## config.mk

```make
export PLATFORM = sky130hd
export DESIGN_NAME = frame_chk_accum
export DESIGN_NICKNAME = d
export VERILOG_FILES = /design/src/rtl/rx_frame_checker_pkg.sv /design/src/rtl/rx_frame_checker_accum.sv
export SDC_FILE = /design/constraint.sdc
export NUM_CORES = 1
export LEC_CHECK = 0
export CORE_AREA = 2 2 39 41
export CTS_BUF_LIST = sky130_fd_sc_hd__clkbuf_2 sky130_fd_sc_hd__clkbuf_4 sky130_fd_sc_hd__clkbuf_8
export DETAILED_ROUTE_END_ITERATION = 16
export DIE_AREA = 0 0 41 43
export GPL_TIMING_DRIVEN = 1
export PLACE_DENSITY_LB_ADDON = 0.05
export SETUP_SLACK_MARGIN = 0.02
export SYNTH_ARGS = -nofsm -noshare
export SYNTH_HDL_FRONTEND = slang
export SYNTH_SLANG_ARGS = --single-unit
```

## constraint.sdc

```tcl
create_clock -name clk -period 0.8 [get_ports clk]
set_clock_uncertainty 0.05 [all_clocks]
set_input_delay 0.08 -clock clk [delete_from_list [all_inputs] [get_ports clk]]
set_output_delay 0.08 -clock clk [all_outputs]
set_load 0.03 [all_outputs]
```

## src/rtl/rx_frame_checker_pkg.sv

```systemverilog
// Shared constants and types for the UART frame checker.
// Optional CRC-8 check byte selected by RX_FRAME_CHECKER_CRC8_EN.
package rx_frame_checker_pkg;

    localparam logic [7:0] SYNC_BYTE_DEFAULT = 8'hAA;
    localparam logic [7:0] CRC8_POLY         = 8'h07;
    localparam int         CNT_W             = 16;

    typedef enum logic [2:0] {
        ST_IDLE,
        ST_ADDR,
        ST_LEN,
        ST_PAYLOAD,
        ST_CHK,
        ST_EMIT
    } state_t;

    // MSB-first CRC-8 step over one whole byte
    function automatic logic [7:0] crc8_update(input logic [7:0] crc, input logic [7:0] data);
        logic [7:0] c;
        c = crc ^ data;
        for (int i = 0; i < 8; i++) begin
            c = c[7] ? ((c << 1) ^ CRC8_POLY) : (c << 1);
        end
        return c;
    endfunction

endpackage

```

## src/rtl/rx_frame_checker_accum.sv

```systemverilog
// Running check-byte accumulator: XOR by default, CRC-8 when
// RX_FRAME_CHECKER_CRC8_EN is defined.
module frame_chk_accum
    import rx_frame_checker_pkg::*;
(
    input  logic       clk,
    input  logic       rst,
    input  logic       clear,
    input  logic       enable,
    input  logic [7:0] data_byte,
    output logic [7:0] chk
);

    logic [7:0] chk_q;
    logic [7:0] chk_d;

    always_comb begin
        chk_d = chk_q;
        if (clear) begin
            chk_d = 8'h00;
        end else if (enable) begin
`ifdef RX_FRAME_CHECKER_CRC8_EN
            chk_d = crc8_update(chk_q, data_byte);
`else
            chk_d = chk_q ^ data_byte;
`endif
        end
    end

    always_ff @(posedge clk) begin
        if (rst) begin
            chk_q <= 8'h00;
        end else begin
            chk_q <= chk_d;
        end
    end

    assign chk = chk_q;

endmodule

```

==> flow_summary.rst <==
.. list-table::
   :header-rows: 1

   * - Metric
     - Value
   * - Post-synthesis sequential area ratio
     - 41.6%
   * - Number of buffers on the longest clock path
     - 2
   * - Count of distinct cell types in the synthesized netlist
     - 10
   * - Sinks on Clock Net
     - 8
   * - Power per standard cell area
     - 1300 nW/um^2
   * - Endpoints failing setup
     - 8
   * - Initial core utilization
     - 27.8%
   * - Total nets after synthesis
     - 48
   * - Cell with the largest stage delay on the worst path
     - dfxtp_4
   * - DP Worst Slack
     - -0.344 ns
   * - Flip-flop count of the largest register after layout
     - 8
   * - Antenna-violating nets left
     - 0
   * - Final Net Count
     - 73
   * - Largest cells by area after synthesis
     - dfxtp_1 (42%), a21bo_2 (16%), nand3b_1 (16%)
   * - Crit. End Element
     - output pin
   * - Vertical die dimension
     - 43 um
   * - Clock tree from TritonCTS
     - yes
   * - Vias in the first global route
     - 391
   * - Setup repair after global routing missed its margin
     - true
   * - Failing checks
     - negative setup slack
   * - Arrival time of the worst setup path
     - 0.73 ns
   * - H-tree levels
     - 1
   * - Slew HR
     - 92.8%
   * - Cells after synthesis
     - 36
   * - Final total negative setup slack
     - -0.391 ns
   * - Clk Tree Root Cell
     - clkbuf_4
   * - Yosys reg bits
     - 8
   * - Average instance area after synthesis
     - 10.7 sq um
   * - Total wire length
     - 968 um
   * - Final Util
     - 50.7%
   * - Synth top area share
     - 41.6%
   * - Worst min-delay path category
     - primary input to flop
   * - Share of synthesized flip-flops with an asynchronous set or reset
     - 0%
   * - Worst EP required
     - 0.67 ns
   * - Most common library cells after synthesis
     - dfxtp_1 (8), nand3b_1 (8), a21bo_2 (6), a21oi_1 (6)
   * - Standard cell core area
     - 1380 sq um
   * - Largest area contributor in the netlist
     - dfxtp_1
   * - Post-synthesis instance area
     - 385 sq um
   * - Transition at the pin with the smallest max-transition slack
     - 0.107 ns
   * - Count of pins on the block boundary
     - 20
   * - Most used DFF post-synth
     - dfxtp_1
   * - Number of warnings reported in the yosys synthesis log
     - 0
   * - Highest Clock Rate
     - 1.17 GHz
   * - Delay-heaviest family, CP
     - flip-flops
   * - Total half-perimeter wirelength after legalization and detailed placement
     - 731 um
   * - Port bufs
     - 19
   * - GP Congestion
     - 0.606
   * - Peak fanout along the critical path
     - 3
   * - Sequence of cells on the critical path
     - buf_6
   * - Latest clock arrival within the worst-skew pair
     - 0.25 ns
   * - Max Cap Violations
     - 0
   * - Final count of pins violating max slew
     - 0
   * - Run status
     - finished with violations
   * - Total setup buffers inserted after CTS
     - 0
   * - Number of DRC violations after detailed routing
     - 0
   * - Antenna violations before repair
     - 0
   * - Leakage
     - 0.262 nW
   * - Maximum number of pins on one net before global-route repair
     - 9
   * - WP buf/inv
     - 1
   * - Initial DRC Count
     - 6
   * - Vias per cell
     - 4.96
   * - Clock period minus worst slack
     - 0.857 ns
   * - CP startpoint kind
     - flop
   * - Width of the die
     - 41 um
   * - Syn-to-layout area delta
     - 82.1%
   * - Clock slew at reported path FFs
     - 0.06 ns
   * - Type of the worst setup path
     - flop to output pin
   * - Dpl cell area
     - 604 sq um
   * - Maximum vdd ir drop
     - 0.836 mV
   * - Die area
     - 1760 sq um
   * - Critical path's largest stage delay
     - 0.35 ns
   * - Number of enable-type register cells in the synthesized netlist
     - 0
   * - Overall routing resource usage
     - 13.2%
   * - Number of placement rows
     - 14
   * - Ant. Diodes
     - 0
   * - Final period util
     - 107%
   * - Global-route wire length before repair
     - 1.55 mm
   * - Fraction of layout instances using a drive strength above 1
     - 62.7%
   * - Via count
     - 372
   * - Final Hold Slack
     - 0.297 ns
   * - Clock buffers created by TritonCTS
     - 3
   * - Number of detailed-route iterations in the first pass
     - 3
   * - Setup slack after layout
     - -0.0572 ns
   * - Grt ovf
     - 0
   * - Average wire per standard cell
     - 12.9 um
   * - Fin area
     - 702 sq um
   * - Count of final hold-check violations
     - 0
==> kinds of logic after synthesis <==
kind of cell | synth area share (%)
AOI/OAI and AO/OA | 33.1
DFF | 41.6
buffers and inverters | 8.11
and+or+nand+nor | 17.2
==> path summary, 6_finish.rpt <==
kind         startpoint  endpoint  slack (ns)  cells past startpoint
min                 rst    chk[4]        0.30                      4
max              chk[6]    chk[6]       -0.06                      1
max reg2reg      chk[5]    chk[5]        0.01                      2
min reg2reg      chk[3]    chk[3]        0.51                      2
==> stage by stage <==
step	total power, W	std cells
after floorplan	0.000504	36
after global placement	0.000587	72
after detailed placement	0.000595	72
after CTS	0.000926	75
after global routing	0.000965	75
final	0.000913	75
==> metal layers <==
metal	up-vias	global-route usage, %	part of all wire [%]
met5	-	0	0
met4	0	6.00	0
met3	0	5.24	8.9
met2	15	22.8	53
met1	181	12.7	38
li1	176	-	-
==> power breakdown <==
part / switching, W / internal, W / total [W] / leakage (nW)
clock: 0.000127 / 0.000171 / 0.000298 / 0.0138
sequential: 0.0000113 / 0.000396 / 0.000407 / 0.0712
combinational: 0.0000912 / 0.000118 / 0.000209 / 0.178
==> cell type report <==
class	count	area [sq um]
Fill cell	136	682
Multi-Input combinational cell	25	235
Timing Repair Buffer	23	234
Sequential cell	8	190
Clock buffer	3	22.5
Tap cell	16	20.0
==> placed cells by master (no fill, tap or decap) <==
| cell | n |
|---|---|
| a21bo_1 | 2 |
| a21bo_2 | 3 |
| a21bo_4 | 3 |
| a21oi_2 | 8 |
| buf_4 | 2 |
| buf_6 | 10 |
| clkbuf_4 | 3 |
| clkdlybuf4s50_1 | 8 |
| dfxtp_4 | 8 |
| dlygate4sd2_1 | 3 |
| nand3b_1 | 8 |
| or2_1 | 1 |
==> timing repair <==
item                                    in CTS  in global routing
pin swaps                                    1                  0
hold buffers                                 0                  0
endpoints found under the setup margin      16                 16
resized for setup                           20                  3
Power figures use the tool's default switching activity.
